[src/rtl/complex_instr_sequencer.sv]
// Holds one fetched instruction and steps the complex decoder through its micro-ops.
// Optional perf counters are enabled with COMPLEX_SEQ_PERF_CNT_EN.
module complex_instr_sequencer #(
  parameter int unsigned INSTR_WIDTH  = 32,
  parameter int unsigned MAX_STEPS    = 3,
  parameter int unsigned SEQ_ID_WIDTH = 4
) (
  input  logic                    i_clk,
  input  logic                    i_rst,
  input  logic                    i_flush,
  input  logic                    i_valid,
  input  logic [INSTR_WIDTH-1:0]  i_instr,
  output logic                    o_ready,
  output logic [INSTR_WIDTH-1:0]  o_dec_instr,
  output logic [1:0]              o_dec_step,
  input  logic                    i_dec_not_complex,
  input  logic                    i_dec_more,
  output logic                    o_valid,
  input  logic                    i_ready,
  output logic                    o_last,
  output logic [SEQ_ID_WIDTH-1:0] o_seq_id,
  output logic                    o_seq_err,
  output logic [31:0]             o_uop_cnt,
  output logic [31:0]             o_cplx_cnt
);

  localparam int unsigned STEP_W = ($clog2(MAX_STEPS) < 2) ? 2 : $clog2(MAX_STEPS);

  typedef enum logic [0:0] {
    IDLE = 1'b0,
    SEQ  = 1'b1
  } state_e;

  state_e                  state_q, state_d;
  logic [STEP_W-1:0]       step_q, step_d;
  logic [INSTR_WIDTH-1:0]  instr_q, instr_d;
  logic [SEQ_ID_WIDTH-1:0] seq_id_q, seq_id_d;
  logic                    seq_err_q, seq_err_d;

  logic in_seq, at_max, last_c, fire, ready_c, accept;

  // State register
  always_ff @(posedge i_clk or posedge i_rst) begin
    if (i_rst) begin
      state_q   <= IDLE;
      step_q    <= '0;
      instr_q   <= '0;
      seq_id_q  <= '0;
      seq_err_q <= 1'b0;
    end else begin
      state_q   <= state_d;
      step_q    <= step_d;
      instr_q   <= instr_d;
      seq_id_q  <= seq_id_d;
      seq_err_q <= seq_err_d;
    end
  end

  // Next-state: flush beats fire/accept; a last fire may overlap a new accept
  always_comb begin
    state_d   = state_q;
    step_d    = step_q;
    instr_d   = instr_q;
    seq_id_d  = seq_id_q;
    in_seq    = (state_q == SEQ);
    at_max    = (step_q == STEP_W'(MAX_STEPS - 1));
    last_c    = in_seq && (i_dec_not_complex || !i_dec_more || at_max);
    fire      = in_seq && i_ready && !i_flush;
    ready_c   = !i_flush && (!in_seq || (fire && last_c));
    accept    = i_valid && ready_c;
    seq_err_d = fire && ((i_dec_not_complex && (step_q != '0)) || (i_dec_more && at_max));

    if (i_flush) begin
      state_d = IDLE;
      step_d  = '0;
      if (in_seq) seq_id_d = seq_id_q + SEQ_ID_WIDTH'(1);
    end else begin
      if (fire) begin
        if (last_c) begin
          seq_id_d = seq_id_q + SEQ_ID_WIDTH'(1);
          state_d  = IDLE;
          step_d   = '0;
        end else begin
          step_d = step_q + STEP_W'(1);
        end
      end
      if (accept) begin
        instr_d = i_instr;
        step_d  = '0;
        state_d = SEQ;
      end
    end
  end

  assign o_ready     = ready_c;
  assign o_valid     = in_seq;
  assign o_last      = last_c;
  assign o_dec_instr = instr_q;
  assign o_dec_step  = 2'(step_q);
  assign o_seq_id    = seq_id_q;
  assign o_seq_err   = seq_err_q;

`ifdef COMPLEX_SEQ_PERF_CNT_EN
  logic [31:0] uop_cnt_q, cplx_cnt_q;

  // Flush does not touch the counters; only reset clears them
  always_ff @(posedge i_clk or posedge i_rst) begin
    if (i_rst) begin
      uop_cnt_q  <= '0;
      cplx_cnt_q <= '0;
    end else begin
      if (fire) uop_cnt_q <= uop_cnt_q + 32'(1);
      if (fire && last_c && (step_q != '0)) cplx_cnt_q <= cplx_cnt_q + 32'(1);
    end
  end

  assign o_uop_cnt  = uop_cnt_q;
  assign o_cplx_cnt = cplx_cnt_q;
`else
  assign o_uop_cnt  = 32'd0;
  assign o_cplx_cnt = 32'd0;
`endif

endmodule

[config.mk]
export PLATFORM = sky130hd
export DESIGN_NAME = complex_instr_sequencer
export DESIGN_NICKNAME = d
export VERILOG_FILES = /design/src/rtl/complex_instr_sequencer.sv
export SDC_FILE = /design/constraint.sdc
export NUM_CORES = 1
export LEC_CHECK = 0
export CELL_PAD_IN_SITES_DETAIL_PLACEMENT = 1
export CELL_PAD_IN_SITES_GLOBAL_PLACEMENT = 1
export CORE_MARGIN = 5
export CORE_UTILIZATION = 28
export CTS_CLUSTER_DIAMETER = 50
export DETAILED_ROUTE_END_ITERATION = 12
export HOLD_SLACK_MARGIN = 0.15
export PLACE_DENSITY_LB_ADDON = 0.05
export SETUP_SLACK_MARGIN = 0.5
export SLEW_MARGIN = 20
export SYNTH_ARGS = -nofsm -noshare
export SYNTH_HDL_FRONTEND = slang
export SYNTH_SLANG_ARGS = --single-unit
[constraint.sdc]
create_clock -name i_clk -period 4.6 [get_ports i_clk]
set_input_delay 1.38 -clock i_clk [delete_from_list [all_inputs] [get_ports i_clk]]
set_output_delay 1.38 -clock i_clk [all_outputs]
set_load 0.01 [all_outputs]
==> flow_metrics.tcl <==
set metrics [dict create \
    outcome "finished, final reports clean" \
    h-tree-depth 2 \
    synth.distinct_cells 29 \
    syn2layout_area_growth_pct 31.3 \
    synth_area_leaders "dfrtp_1 44%, buf_4 21%, nand2_1 11%" \
    layout_common_cells "76 x clkdlybuf4s50_1, 66 x nand2_1, 64 x conb_1" \
    globalRoute.totalOverflow 0 \
    layout.nets 373 \
    grt_pass1_wl_um 10100 \
    slew-limit-headroom_pct 40.8 \
    netlist.area_leader.share_pct 43.6 \
    dp.cells 429 \
    grt_max_degree 41 \
    num_vias 1832 \
    met2_usage_pct 18.9 \
    maxSlewViolCount 0 \
    cts_tree "done" \
    rows 33 \
    whs_ns 0.469 \
    clock_skew_ns 0.00912 \
    arrival_ns 2.60 \
    drt_first_pass_iters 4 \
    worst_pin_slew_ns 0.887 \
    grtUsageMet3_pct 4.01 \
    avgViaCountPerCell 4.20 \
    finalHoldViolCount 0 \
    die_w_um 101 \
    hpwl_um 4420 \
    p_per_area_nw_per_um2 346 \
    grt_pass1_vias 1970 \
    cts_buffers 5 \
    gp_congestion 0.726 \
    synth_cells 255 \
    avgSynthCellArea_um2 9.01 \
    drt-initial-drc-count 68 \
    layout_commonest_cell "clkdlybuf4s50_1" \
    critical-path-top-delay-family "buffers and inverters" \
    portBuffers 80 \
    setup_ws_ns 0.623 \
    ys_seq_area_share_pct 43.6 \
    final_util_pct 37.3 \
    rsz0062_at_grt "false" \
    crit_chain "clkdlybuf4s50_1 -> nor3b_4 -> o22a_2 -> inv_1 -> dlygate4sd2_1" \
    crit_fanout 3 \
    cp-end-kind "output pin" \
    ys_seq_elements 40 \
    fin_setup_tns_ns 0 \
    ctsResizeCount 3 \
    start_util_pct 28.4 \
    critPathLaunchType "input pin" \
    crit_required_ns 3.22 \
    ir_worst_vdd_v 0.000121 \
    ant_nets 0 \
    cts.sinks 40 \
    fin_crit_ns 3.98 \
    cts_root_buffer "clkbuf_8" \
    antenna_found_initial 0 \
    grt_usage_pct 12.4 \
    leakagePower_uw 0.00141 \
    clock_latency_ns 0.29 \
    cap_violations 0 \
    final_cell_count_no_fill 436 \
    clkTransAtPathRegs_ns 0.08 \
    grt-busiest-layer "met2" \
    synth_area_um2 2300 \
    critPathKind "input pin to output pin" \
    crit_buf_inv 3 \
    critical-path-max-stage-delay_ns 0.50 \
    post_cts_buffers 0 \
    ios 145 \
    drt-wirelength-per-cell_um 14.6 \
    fp.dieH_um 101 \
    drive_above_1_share_pct 5.74 \
    drc 0 \
    hold_path.class "register to register" \
    cpMaxStageDelayCell "clkdlybuf4s50_1" \
    place_ws_ns 0.252 \
    synth_top_area_cell "dfrtp_1" \
    n_antenna_cell 0 \
    use_met1_pct 17.1 \
    design.die.area_um2 10100 \
    yosysWarnings 0 \
    cts.path.max_buffers 2 \
    coreArea_um2 8090 \
    routed_wirelength_um 6390 \
    postCtsHoldBufs 0 \
    max_freq_ghz 0.251 \
    post-route-period-util_pct 86.5 \
    finalSetupViolCount 0 \
]
==> logic make-up (layout without fill, tap and decap cells) <==
| logic type | after synthesis | count (layout) | share of synthesized area [%] |
|---|---|---|---|
| XOR/XNOR | 3 | 3 | 1.14 |
| AO/OA/AOI/OAI | 41 | 41 | 11.3 |
| multiplexers | 1 | 1 | 0.490 |
| adder cells (fa/ha/maj) | 3 | 3 | 1.63 |
| buffers and inverters | 87 | 100 | 26.5 |
| flip-flops | 40 | 40 | 43.6 |
| other | 1 | 64 | 0.163 |
| AND/OR/NAND/NOR | 79 | 79 | 15.3 |
==> per-layer routing <==
layer | share of wire (%) | vias up
li1 | - | 861
met1 | 44 | 872
met2 | 47 | 94
met3 | 8.8 | 5
met4 | 0.72 | 0
met5 | 0 | -
==> where the power goes <==
group / internal, µW / total [µW] / switching, µW
combinational: 189 / 353 / 165
clock: 103 / 230 / 127
sequential: 416 / 460 / 43.2
total: 708 / 1040 / 335
==> area by class of cell <==
class	count	area (µm²)
fill	990	5080
sequential	40	1000
timing repair buffer	86	845
multi-input combinational	191	931
clock inverter	2	12.5
inverter	7	26.3
tap	105	131
clock buffer	5	68.8
==> flip-flops by register name, indices dropped and copies added (netlist names) <==
register,flops
o_seq_id,4
o_seq_err,1
o_dec_step,2
o_dec_instr,32
o_valid,1
==> through the flow <==
| stage | power, µW | instance area, µm² |
|---|---|---|
| after global placement | 823 | 2940 |
| after detailed placement | 826 | 2940 |
| after global routing | 1110 | 3020 |
| after CTS | 1060 | 3010 |
| final | 1040 | 3020 |
| after floorplan | 663 | 2530 |
==> cells in the mapped netlist <==
library cell and number:
inv_1 7, nand2_1 66, buf_6 4, clkbuf_1 3, a311oi_1 1, nor3_2 1, ha_1 3, o22ai_1 32
or3b_1 1, mux2_2 1, dfrtp_1 40, o21ai_0 2, nor3b_1 1, nor2b_1 1, nand4_1 1, xor2_1 3
conb_1 1, a22oi_1 1, buf_2 9, nand2b_1 1, o211ai_1 1, nor4b_2 1, a21oi_1 3, o22a_2 1
nor3_1 2, buf_4 64, nor3b_4 1, nand3_1 2, nor2_1 1
==> worst reg2reg max path: cells and delay by family, from the launching register on <==
kind            cells  cell delay [ns]
compound gates      1             0.15
simple gates        2             0.21
fa+ha+maj           1             0.25
flops               1             0.43
buf+inv             3             0.65
==> worst paths after layout <==
path                               startpoint              end  slack (ns)  cells past startpoint
worst max-delay path               i_dec_more          o_ready        0.62                      5
worst min-delay path              o_seq_id[3]      o_seq_id[3]        0.47                      1
worst max register to register  o_dec_step[0]   o_dec_instr[3]        2.77                      7
worst min register to register    o_seq_id[3]      o_seq_id[3]        0.47                      1
max in group asynchronous               i_rst  o_dec_instr[28]        2.46                      2
min in group asynchronous               i_rst    o_dec_step[0]        1.59                      2
No activity file was read; power rests on OpenSTA's default activity.
